### src/rtl/atm_txn_arbiter.sv
// atm_txn_arbiter
//
// Shared-account transaction controller for two ATM terminal front-ends.
// Two requesters issue balance-query, deposit or withdraw transactions over a
// req/grant/done handshake. The controller arbitrates round-robin between
// them and runs one transaction at a time against a single balance register.
// Overflowing deposits, overdrawing withdrawals and invalid opcodes are
// rejected with an error flag, and the balance is left untouched.
//
// Parameters:
//   BAL_W    - balance register width
//   AMT_W    - transaction amount width (must not exceed BAL_W)
//   INIT_BAL - balance loaded on reset
//
// Ports:
//   clk        - system clock, all state on rising edge
//   reset      - asynchronous active-high reset, clears all state
//   req[1:0]   - per-terminal transaction request, bit i = terminal i
//   op0, op1   - opcodes: 00 query, 01 deposit, 10 withdraw, 11 invalid
//   amt0, amt1 - unsigned amounts (ignored for query/invalid)
//   grant[1:0] - one-hot, terminal currently being served
//   done[1:0]  - one-cycle completion pulse to the served terminal
//   err[1:0]   - error flag, valid only while the matching done bit is high
//   balance    - current balance, registered
//   busy       - high while a transaction is in flight
module atm_txn_arbiter #(
  parameter int          BAL_W    = 32,
  parameter int          AMT_W    = 7,
  parameter int unsigned INIT_BAL = 1000
) (
  input  logic             clk,
  input  logic             reset,
  input  logic [1:0]       req,
  input  logic [1:0]       op0,
  input  logic [1:0]       op1,
  input  logic [AMT_W-1:0] amt0,
  input  logic [AMT_W-1:0] amt1,
  output logic [1:0]       grant,
  output logic [1:0]       done,
  output logic [1:0]       err,
  output logic [BAL_W-1:0] balance,
  output logic             busy
);

  typedef enum logic [1:0] {
    IDLE = 2'd0,
    EXEC = 2'd1,
    RESP = 2'd2
  } state_t;

  localparam logic [1:0] OP_QUERY    = 2'b00;
  localparam logic [1:0] OP_DEPOSIT  = 2'b01;
  localparam logic [1:0] OP_WITHDRAW = 2'b10;

  state_t            state;
  state_t            next_state;
  logic              last_served;
  logic [1:0]        lat_op;
  logic [AMT_W-1:0]  lat_amt;

  logic              winner;
  logic [BAL_W-1:0]  amt_ext;
  logic [BAL_W:0]    sum;
  logic [BAL_W-1:0]  exec_bal;
  logic              exec_err;

  // State register.
  always_ff @(posedge clk or posedge reset) begin
    if (reset) begin
      state <= IDLE;
    end else begin
      state <= next_state;
    end
  end

  // Next-state logic: a transaction always runs IDLE -> EXEC -> RESP, and
  // req is only looked at in IDLE, so late requests simply wait.
  always_comb begin
    next_state = state;
    case (state)
      IDLE:    if (req != 2'b00) next_state = EXEC;
      EXEC:    next_state = RESP;
      RESP:    next_state = IDLE;
      default: next_state = IDLE;
    endcase
  end

  // Round-robin pick: on contention the terminal not served last time wins.
  always_comb begin
    winner = 1'b0;
    case (req)
      2'b01:   winner = 1'b0;
      2'b10:   winner = 1'b1;
      2'b11:   winner = ~last_served;
      default: winner = 1'b0;
    endcase
  end

  // Execution of the latched transaction. The deposit sum is one bit wider
  // than the balance so a carry out flags overflow instead of wrapping.
  always_comb begin
    amt_ext  = BAL_W'(lat_amt);
    sum      = {1'b0, balance} + {1'b0, amt_ext};
    exec_bal = balance;
    exec_err = 1'b0;
    case (lat_op)
      OP_QUERY: begin
        exec_err = 1'b0;
      end
      OP_DEPOSIT: begin
        if (sum[BAL_W]) begin
          exec_err = 1'b1;
        end else begin
          exec_bal = sum[BAL_W-1:0];
        end
      end
      OP_WITHDRAW: begin
        if (amt_ext > balance) begin
          exec_err = 1'b1;
        end else begin
          exec_bal = balance - amt_ext;
        end
      end
      default: begin
        exec_err = 1'b1;
      end
    endcase
  end

  // Datapath and handshake registers. The operands are captured on the
  // grant edge so later changes on op/amt/req cannot disturb the running
  // transaction. last_served doubles as the index of the terminal being
  // served while in EXEC/RESP.
  always_ff @(posedge clk or posedge reset) begin
    if (reset) begin
      grant       <= 2'b00;
      done        <= 2'b00;
      err         <= 2'b00;
      balance     <= BAL_W'(INIT_BAL);
      last_served <= 1'b1;
      lat_op      <= 2'b00;
      lat_amt     <= '0;
    end else begin
      case (state)
        IDLE: begin
          if (req != 2'b00) begin
            grant       <= winner ? 2'b10 : 2'b01;
            last_served <= winner;
            lat_op      <= winner ? op1 : op0;
            lat_amt     <= winner ? amt1 : amt0;
          end
        end
        EXEC: begin
          done    <= last_served ? 2'b10 : 2'b01;
          err     <= last_served ? {exec_err, 1'b0} : {1'b0, exec_err};
          balance <= exec_bal;
        end
        RESP: begin
          grant <= 2'b00;
          done  <= 2'b00;
          err   <= 2'b00;
        end
        default: begin
          grant <= 2'b00;
          done  <= 2'b00;
          err   <= 2'b00;
        end
      endcase
    end
  end

  assign busy = (state != IDLE);

endmodule
### config.mk
export PLATFORM = sky130hd
export DESIGN_NAME = atm_txn_arbiter
export DESIGN_NICKNAME = d
export VERILOG_FILES = /design/src/rtl/atm_txn_arbiter.sv
export SDC_FILE = /design/constraint.sdc
export NUM_CORES = 1
export LEC_CHECK = 0
export CAP_MARGIN = 20
export CELL_PAD_IN_SITES_DETAIL_PLACEMENT = 0
export CELL_PAD_IN_SITES_GLOBAL_PLACEMENT = 1
export CORE_ASPECT_RATIO = 1.2
export CORE_MARGIN = 1
export CORE_UTILIZATION = 40
export DETAILED_ROUTE_END_ITERATION = 8
export GPL_ROUTABILITY_DRIVEN = 0
export PLACE_DENSITY = 0.92
export SETUP_SLACK_MARGIN = 0.02
export SLEW_MARGIN = 30
export SYNTH_ARGS = -nofsm -noshare
export SYNTH_HDL_FRONTEND = slang
export SYNTH_SLANG_ARGS = --single-unit
### constraint.sdc
create_clock -name clk -period 3.4 [get_ports clk]
set_input_delay 0.34 -clock clk [delete_from_list [all_inputs] [get_ports clk]]
set_output_delay 0.34 -clock clk [all_outputs]
set_load 0.01 [all_outputs]
==> qor.txt, run 1 <==
Worst vdd ir - 499.8 uV
RSZ-0062 raised after global routing - no
Cell chain of the critical path - ha_1, inv_1, fa_1, o21bai_1, a21oi_1, or4_1, a211oi_1, a211o_4, nor3_1, xor2_1
Worst Path Required - 3.58 ns
WP buf/inv - 1
Slew Limit Fails - 0
Post-DP HPWL - 6287 um
CTS tree - yes
DRT antenna net count - 0
Die height - 102.5 um
Root Driver - clkbuf_8
Cts bufs inserted - 5
Slowest cell delay on critical path - 0.48 ns
Netlist cell types - 54
Final hold viol count - 0
Slew @ Worst Pin - 0.7842 ns
Via density - 5.520
Fmax - 334.5 MHz
Outcome - complete, no violations
Antenna violations before repair - 0
Startpoint types - flip-flop
Clock sinks - 50
Mean Syn Cell Area - 8.649 um2
Mapped Nets - 427
Worst-case clock skew - 0.006791 ns
Final period util - 87.92%
Residual overflow from global routing - 0
CTS H-Tree Depth - 2
R2R Path End - balance[30]
Layout cells sized above 1 - 8.463%
Die Wd - 85.72 um
Via count - 3108
Utilization after layout - 51.78%
Yosys warns - 0
Final net count - 486
Clock transition at path regs - 0.10 ns
Layout area overhead - 25.47%
Static leakage - 1.763 nW
Worst endpoint data arrival time - 3.17 ns
Worst hold path class - input port to asynchronous set/reset pin
# diodes - 0
Top delay family on crit path - compound AO/OA/AOI/OAI gates
Mapped Area - 0.003364 mm2
Clk_lat worst skew - 0.30 ns
Worst-case clock buffer depth - 2
Max FO, Critical Path - 25
Post-CTS Setup Repair Bufs - 0
Slew headroom - 47.24%
R2R Setup Slk - 0.41 ns
Sequential cell area fraction in the yosys report - 37.45%
Die area - 0.008783 mm2
# setup viols final - 0
Worst Setup End Kind - flip-flop
Max Cap Viol - 0
Number of global-route vias before repair - 3028
Routed WL per cell - 14.93 um
Cts repair resizes - 0
I/O Buffers - 60
Post-synth EDFFs - 0
Routed wire length - 8405 um
First-pass GRT wire length - 14640 um
All-layer global routing usage - 20.93%
Reg2reg path depth - 10
Hold_buf cts - 0
TritonRoute pass-1 iters - 5
DRC viols - 0
Final setup TNS - 0 ns
Power per Cell Area - 943.7 mW/mm2
#FFs+latches synth - 50
Async set or reset register ratio after synthesis - 100.0%
Min Tclk post-route - 2.989 ns
Ports - 61
Mapped Cells - 389
Setup CP Type - flip-flop to flip-flop
Starting Density - 41.27%
Largest net degree at the start of global routing - 51
CP max stage cell - or4_1
Reg2Reg Launch Point - balance[0]
Core area - 0.008153 mm2
Synth Flop Type - dfrtp_1
DR iter-0 viols - 136
Rows - 36
-- registers in the layout (all words and copies together), names as in the netlist --
register     cells
lat_amt          7
balance         32
lat_op           2
done             2
err              2
state            2
last_served      1
grant            2
-- power by group --
group	switching, W	internal, W	total [W]
registers	0.000366	0.000867	0.00123
logic	0.00126	0.00107	0.00233
clock network	0.000201	0.000217	0.000418
-- worst max path at each step --
stage	endpoint	depth (start not counted)	slack (ns)	from
floorplan	balance[13]	11	0.71	balance[0]
global placement	balance[26]	10	0.46	balance[0]
detailed placement	balance[30]	10	0.34	balance[0]
CTS	balance[30]	9	0.33	balance[1]
global route	balance[30]	10	0.14	balance[0]
finish	balance[30]	10	0.41	balance[0]
-- layout by cell type (no fill, tap or decap), types with 3 or more instances in the layout --
cell type        count
clkdlybuf4s50_1     60
dfrtp_1             43
nor2_1              39
a21oi_1             33
nand2_1             30
inv_1               21
nor3_1              18
xor2_1              15
xnor2_1             15
ha_1                14
nand3_1             12
buf_4               12
mux2i_1             11
o21ai_0             10
nor4_1              10
o21ai_1              8
a31oi_1              7
dfstp_2              7
nand2b_1             6
o211ai_1             6
nor2b_1              5
and3_1               5
clkbuf_8             5
or4_1                4
nand4_1              4
or3_1                4
a211oi_1             4
or2_2                3
o22ai_1              3
a32o_1               3
o21ai_2              3
-- cell families (layout without fill, tap and decap cells) --
kind of cell / count (synthesis) / count (layout) / share of synthesized area (%)
XOR/XNOR: 30 / 30 / 7.810
AND/OR/NAND/NOR: 146 / 146 / 22.13
adder cells (fa/ha/maj): 16 / 16 / 6.397
flip-flops: 50 / 50 / 37.45
AO/OA/AOI/OAI: 94 / 94 / 17.67
multiplexers: 11 / 11 / 3.273
buffers and inverters: 42 / 102 / 5.280
-- synth_stat cells, types with 3 or more instances --
library cell | count | area, um2
dfrtp_1 | 43 | 1076
nor2_1 | 39 | 146.4
a21oi_1 | 33 | 165.2
nand2_1 | 30 | 112.6
inv_1 | 22 | 82.58
nor3_1 | 18 | 90.09
xnor2_1 | 15 | 131.4
xor2_1 | 15 | 131.4
ha_1 | 14 | 175.2
clkbuf_1 | 12 | 45.04
nand3_1 | 12 | 60.06
mux2i_1 | 11 | 110.1
nor4_1 | 10 | 62.56
o21ai_0 | 10 | 50.05
o21ai_1 | 8 | 40.04
a31oi_1 | 7 | 43.79
dfstp_2 | 7 | 183.9
nand2b_1 | 6 | 37.54
o211ai_1 | 6 | 45.04
and3_1 | 5 | 31.28
nor2b_1 | 5 | 31.28
a211oi_1 | 4 | 30.03
buf_2 | 4 | 20.02
nand4_1 | 4 | 25.02
or3_1 | 4 | 25.02
or4_1 | 4 | 30.03
a32o_1 | 3 | 30.03
o21ai_2 | 3 | 26.28
o22ai_1 | 3 | 18.77
or2_2 | 3 | 18.77
-- per-stage QoR --
stage	total power (W)	cell area, um2	hold WS [ns]	instances	setup WS (ns)
3_5_place_dp	0.003548	4105	0.4822	555	0.3428
6_report	0.003984	4222	0.4692	563	0.4108
2_1_floorplan	0.002721	3364	0.4100	389	0.7124
5_1_grt	0.004333	4222	0.5104	563	0.1385
4_1_cts	0.003990	4214	0.4959	563	0.3280
3_3_place_gp	0.003503	4103	0.4774	555	0.4607
-- final cells by class --
cell class / count / area, um2
timing repair buffer: 72 / 690.7
tap: 114 / 142.6
clock inverter: 3 / 40.04
clock buffer: 5 / 68.82
multi-input combinational: 297 / 1934
inverter: 22 / 85.08
sequential: 50 / 1260
fill: 776 / 3931
-- layer usage --
layer | track usage [%] | wire length (um)
met4 | 6.923 | 132
met5 | 0 | 0
met2 | 38.89 | 4354
met3 | 2.908 | 406
met1 | 24.85 | 3511
-- worst register-to-register path: cells and delay by family, from the launching register on --
kind,cells,cell delay (ns)
compound gates,4,1.10
fa+ha+maj,2,0.56
buf+inv,1,0.05
flops,1,0.39
xor+xnor,1,0.16
simple gates,2,0.60
Power figures use the tool's default switching activity.
==> run 2, diff against run 1 <==
--- a/config.mk
+++ b/config.mk
@@ -12,8 +12,9 @@
 export CORE_MARGIN = 1
 export CORE_UTILIZATION = 40
 export DETAILED_ROUTE_END_ITERATION = 8
+export DONT_BUFFER_PORTS = 1
 export GPL_ROUTABILITY_DRIVEN = 0
-export PLACE_DENSITY = 0.92
+export PLACE_DENSITY = 0.8
 export SETUP_SLACK_MARGIN = 0.02
 export SLEW_MARGIN = 30
 export SYNTH_ARGS = -nofsm -noshare
==> qor.txt, run 2 (same netlist as run 1, synthesis figures left out) <==
Post-DP HPWL - 6172 um (-1.8%)
Place WS - 0.2607 ns (-0.08207 ns)
Startpoint types - flip-flop
Clk network pwr share - 11.7% (+1.2 points)
RSZ-0062 raised after global routing - no
Worst Path Required - 3.58 ns (about the same)
Slew @ Worst Pin - 0.7942 ns (+0.01003 ns)
Sw Ratio - 48.83% (+2.9 points)
Starting Density - 41.27% (unchanged)
Commonest non-fill, non-tap cell in the layout - dfrtp_1
DRC viols - 0 (unchanged)
Core area - 0.008153 mm2 (unchanged)
Static leakage - 1.561 nW (-11%)
All-layer global routing usage - 19.91% (-1.0 points)
Setup CP Type - flip-flop to flip-flop
Clk_lat worst skew - 0.31 ns (about the same)
Clock sinks - 50 (unchanged)
Reg power frac - 35.3% (+4.3 points)
Fmax - 326.5 MHz (-2.4%)
Cts bufs inserted - 5 (unchanged)
Routed wire length - 8249 um (-1.9%)
# diodes - 0 (unchanged)
Root Driver - clkbuf_8
Pwr Total - 0.003690 W (-7.4%)
Die area - 0.008783 mm2 (unchanged)
Rows - 36 (unchanged)
Residual overflow from global routing - 0 (unchanged)
CTS H-Tree Depth - 2 (unchanged)
Slew Limit Fails - 0 (unchanged)
Cell count of the worst hold path - 1
Max FO, Critical Path - 15 (-40%)
DRT antenna net count - 0 (unchanged)
I/O Buffers - 0 (-100%)
Power per Cell Area - 1006 mW/mm2 (+6.6%)
Die Wd - 85.72 um (unchanged)
Layout cells sized above 1 - 10.97% (+2.5 points)
Largest register FFs - 32 (unchanged)
Max Cap Viol - 0 (unchanged)
Clock transition at path regs - 0.09 ns (about the same)
Layout area overhead - 9.037%
Worst endpoint data arrival time - 3.25 ns (+0.08 ns)
Die height - 102.5 um (unchanged)
Worst vdd ir - 367.9 uV (-26%)
Final setup TNS - 0 ns (unchanged)
Reg2reg path depth - 11 (+1)
Biggest regs - balance (32), lat_amt (7)
Min Tclk post-route - 3.063 ns (+0.07357 ns)
Via count - 2862 (-7.9%)
CTS tree - yes
Worst-case clock skew - 0.003610 ns (-0.003181 ns)
Worst Setup End Kind - flip-flop
Ports - 61 (unchanged)
DR iter-0 viols - 196 (+44%)
Final WS setup - 0.3372 ns (-0.07357 ns)
Largest net degree at the start of global routing - 51 (unchanged)
Slew headroom - 46.57% (-0.67 points)
Most frequent cells in the layout - 43 x dfrtp_1, 39 x nor2_1, 32 x a21oi_1
First-pass GRT wire length - 13720 um (-6.3%)
Sw Pwr - 0.001802 W (-1.6%)
TritonRoute pass-1 iters - 4 (-1)
Outcome - complete, no violations
Final hold viol count - 0 (unchanged)
Final period util - 90.08% (+2.2 points)
Cell Int Power - 0.001888 W (-12%)
Via density - 5.656 (+2.5%)
Final net count - 429 (-12%)
# setup viols final - 0 (unchanged)
Top reg by flops - balance
Worst-case clock buffer depth - 2 (unchanged)
Antenna violations before repair - 0 (unchanged)
Routed WL per cell - 16.30 um (+9.2%)
Number of global-route vias before repair - 2730 (-9.8%)
Post-CTS Setup Repair Bufs - 0 (unchanged)
Power share of the combinational group - 53.0% (-5.6 points)
Worst hold path class - input port to flip-flop
[run 2: cell types whose count changed in the layout (fill, tap and decap cells not counted), sizes merged]
| cell | change |
|---|---|
| clkdlybuf4s50 | -60 |
| buf | +2 |
| clkinv | -1 |
| dlygate4sd3 | +1 |
| inv | +1 |
[run 2: path summary, 6_finish.rpt]
path                            startpoint          end  slack, ns
max in group asynchronous            reset  balance[13]       2.41
worst max register to register  balance[0]  balance[13]       0.34
min in group asynchronous            reset  balance[29]       0.59
worst min register to register  balance[5]   balance[5]       0.52
worst max-delay path            balance[0]  balance[13]       0.34
worst min-delay path                req[0]  last_served       0.09
[run 2: repair_timing]
action                     in CTS  in global routing
hold endpoints to repair       24                  0
gates resized for setup         0                  1
hold buffers                    1                  0
setup endpoints to repair       0                  2
[run 2: worst max-delay path, cell delays in order, from the launching register on]
cell,delay [ns]
dfrtp_1,0.45
ha_1,0.20
inv_1,0.05
fa_1,0.37
o21bai_1,0.20
a21oi_1,0.12
or4_1,0.49
a211oi_2,0.36
a211o_2,0.30
buf_12,0.18
a21oi_1,0.06
xor2_1,0.16
[run 2: layout make-up]
| class | count | area (um2) |
|---|---|---|
| timing repair buffer | 15 | 127.6 |
| fill | 807 | 4484 |
| tap | 114 | 142.6 |
| multi-input combinational | 297 | 1941 |
| sequential | 50 | 1260 |
| inverter | 22 | 85.08 |
| clock buffer | 5 | 68.82 |
| clock inverter | 3 | 43.79 |
[run 2: metal layers]
metal | wire [um] | part of all wire, % | up-vias | GRT usage (%)
met1 | 3627 | 44 | 1363 | 24.99
met4 | 140 | 1.7 | 0 | 7.179
met2 | 3913 | 47 | 95 | 33.29
met3 | 567 | 6.9 | 13 | 5.089
met5 | 0 | 0 | - | 0
li1 | - | - | 1391 | -
[run 2: power groups by stage]
| stage | combinational, W | clock (W) | sequential, W |
|---|---|---|---|
| after CTS | 0.00194 | 0.000447 | 0.00131 |
| after floorplan | 0.00155 | 0 | 0.00117 |
| final | 0.00195 | 0.000432 | 0.00130 |
| after global routing | 0.00220 | 0.000470 | 0.00137 |
| after detailed placement | 0.00193 | 0 | 0.00132 |
| after global placement | 0.00191 | 0 | 0.00131 |
[run 2: stage by stage]
stage          hold WS, ns  cell area [um2]  cells  utilization (%)
6_report           0.08968             3669    506            45.00
5_1_grt            0.08343             3669    506            45.00
4_1_cts            0.08249             3664    506            44.94
3_5_place_dp        0.3364             3541    497            43.43
3_3_place_gp        0.4146             3535    497            43.35
2_1_floorplan       0.4100             3364    389                -
==> run 3, diff against run 2 <==
==> constraint.sdc (replaced) <==
create_clock -name clk -period 3.6 [get_ports clk]
set_input_delay 0.36 -clock clk [delete_from_list [all_inputs] [get_ports clk]]
set_output_delay 0.36 -clock clk [all_outputs]
set_load 0.01 [all_outputs]
==> qor.txt, run 3 (same netlist as run 1, synthesis figures left out) <==
WHS - -0.004731 ns (-0.09441 ns)
CP startpoint - balance[0]
CTS tree - yes
Worst Setup End Kind - flip-flop
Layout cells sized above 1 - 9.819% (-1.2 points)
Commonest non-fill, non-tap cell in the layout - dfrtp_1
Worst Path Required - 3.80 ns (+0.22 ns)
Ports - 61 (unchanged)
Core area - 0.008153 mm2 (unchanged)
Final net count - 424 (-1.2%)
Final period util - 89.22% (-0.86 points)
Worst-case clock buffer depth - 2 (unchanged)
Final hold viol count - 14 (+14)
Number of global-route vias before repair - 2760 (+1.1%)
# setup viols final - 0 (unchanged)
Die height - 102.5 um (unchanged)
R2R Path End - balance[29]
RSZ-0062 raised after global routing - no
Worst vdd ir - 425.9 uV (+16%)
CTS H-Tree Depth - 2 (unchanged)
Rows - 36 (unchanged)
First-pass GRT wire length - 13670 um (-0.41%)
Final setup TNS - 0 ns (unchanged)
Residual overflow from global routing - 0 (unchanged)
Slew @ Worst Pin - 0.7891 ns (-0.005103 ns)
Die Wd - 85.72 um (unchanged)
Largest register FFs - 32 (unchanged)
Worst hold path class - input port to asynchronous set/reset pin
# diodes - 0 (unchanged)
Biggest regs - balance (32), lat_amt (7)
Max FO, Critical Path - 25 (+10)
Top reg by flops - balance
TritonRoute pass-1 iters - 5 (+1)
DRT antenna net count - 0 (unchanged)
Root Driver - clkbuf_8
Outcome - finished with violations
Clock transition at path regs - 0.10 ns (about the same)
Startpoint types - flip-flop
Max Cap Viol - 0 (unchanged)
Largest net degree at the start of global routing - 51 (unchanged)
Layout area overhead - 7.363%
I/O Buffers - 0 (unchanged)
Power per Cell Area - 952.9 mW/mm2 (-5.3%)
Post-DP HPWL - 6160 um (-0.19%)
Slew Limit Fails - 0 (unchanged)
Via count - 2856 (-0.21%)
Min Tclk post-route - 3.212 ns (+0.1491 ns)
Post-CTS Setup Repair Bufs - 0 (unchanged)
Routed WL per cell - 16.72 um (+2.6%)
Reg2Reg Launch Point - balance[0]
Routed wire length - 8378 um (+1.6%)
All-layer global routing usage - 19.71% (-0.20 points)
Worst endpoint data arrival time - 3.41 ns (+0.16 ns)
Fmax - 311.3 MHz (-4.6%)
Clock sinks - 50 (unchanged)
Cell Count, Final, Fillers Out - 501 (-0.99%)
Reg2reg path depth - 10 (-1)
# fillers - 820 (+1.6%)
Antenna violations before repair - 0 (unchanged)
Placed insts - 493 (-0.80%)
Most frequent cells in the layout - 43 x dfrtp_1, 39 x nor2_1, 32 x a21oi_1
Clk_lat worst skew - 0.31 ns (about the same)
Die area - 0.008783 mm2 (unchanged)
Hold_buf cts - 0 (-1)
Worst-case clock skew - 0.003185 ns (-0.0004248 ns)
Cts bufs inserted - 5 (unchanged)
DRC viols - 0 (unchanged)
Via density - 5.701 (+0.79%)
DR iter-0 viols - 190 (-3.1%)
Static leakage - 1.524 nW (-2.4%)
R2R Setup Slk - 0.39 ns (+0.05 ns)
Cts repair resizes - 0 (unchanged)
Slew headroom - 47.39% (+0.83 points)
CP Capture Point - balance[29]
Setup CP Type - flip-flop to flip-flop
Failing checks - negative hold slack
Starting Density - 41.27% (unchanged)
run 3: worst min-delay path by stage:
stage / endpoint / depth (start not counted) / slack [ns]
6_report: done[1] / 1 / -0.005
5_1_grt: balance[23] / 1 / 0.05
4_1_cts: done[1] / 1 / 0.02
3_5_place_dp: balance[27] / 1 / 0.36
3_3_place_gp: last_served / 1 / 0.43
2_1_floorplan: last_served / 1 / 0.43
run 3: through the flow:
step           hold WS (ns)  cell area [um2]  worst slack [ns]  util, %  power (W)
2_1_floorplan        0.4300             3364            0.9124        -   0.002570
3_3_place_gp         0.4349             3492            0.4601    42.83   0.002979
3_5_place_dp         0.3636             3498            0.3963    42.91   0.003020
4_1_cts             0.02016             3612            0.3834    44.31   0.003442
5_1_grt             0.05267             3612           0.06635    44.31   0.003738
6_report          -0.004731             3612            0.3881    44.31   0.003442
run 3: per-layer routing:
metal / global-route usage (%) / wire length (um)
met1: 25.71 / 3761
met2: 33.54 / 4026
met3: 3.877 / 485
met4: 5.256 / 105
met5: 0 / 0
run 3: layout make-up:
cell class,count,area [um2],area share [%]
Clock buffer,5,68.82,1.905
Timing Repair Buffer,10,75.07,2.078
Tap cell,114,142.6,3.949
Inverter,22,85.08,2.355
Multi-Input combinational cell,297,1936,53.59
Clock inverter,3,45.04,1.247
Sequential cell,50,1260,34.88
run 3: critical path: stages, from the launching register on:
cell,delay (ns)
dfrtp_1,0.45
ha_1,0.20
inv_1,0.06
fa_1,0.39
o21bai_1,0.19
a21oi_1,0.11
or4_1,0.48
a211oi_1,0.43
a211o_2,0.49
nor3_1,0.14
xor2_1,0.16
run 3: power by group:
part	leakage [nW]	switching (W)	total, W	internal [W]
clock	0.0504	0.000208	0.000415	0.000207
sequential	0.622	0.000416	0.00124	0.000819
combinational	0.852	0.00107	0.00179	0.000718
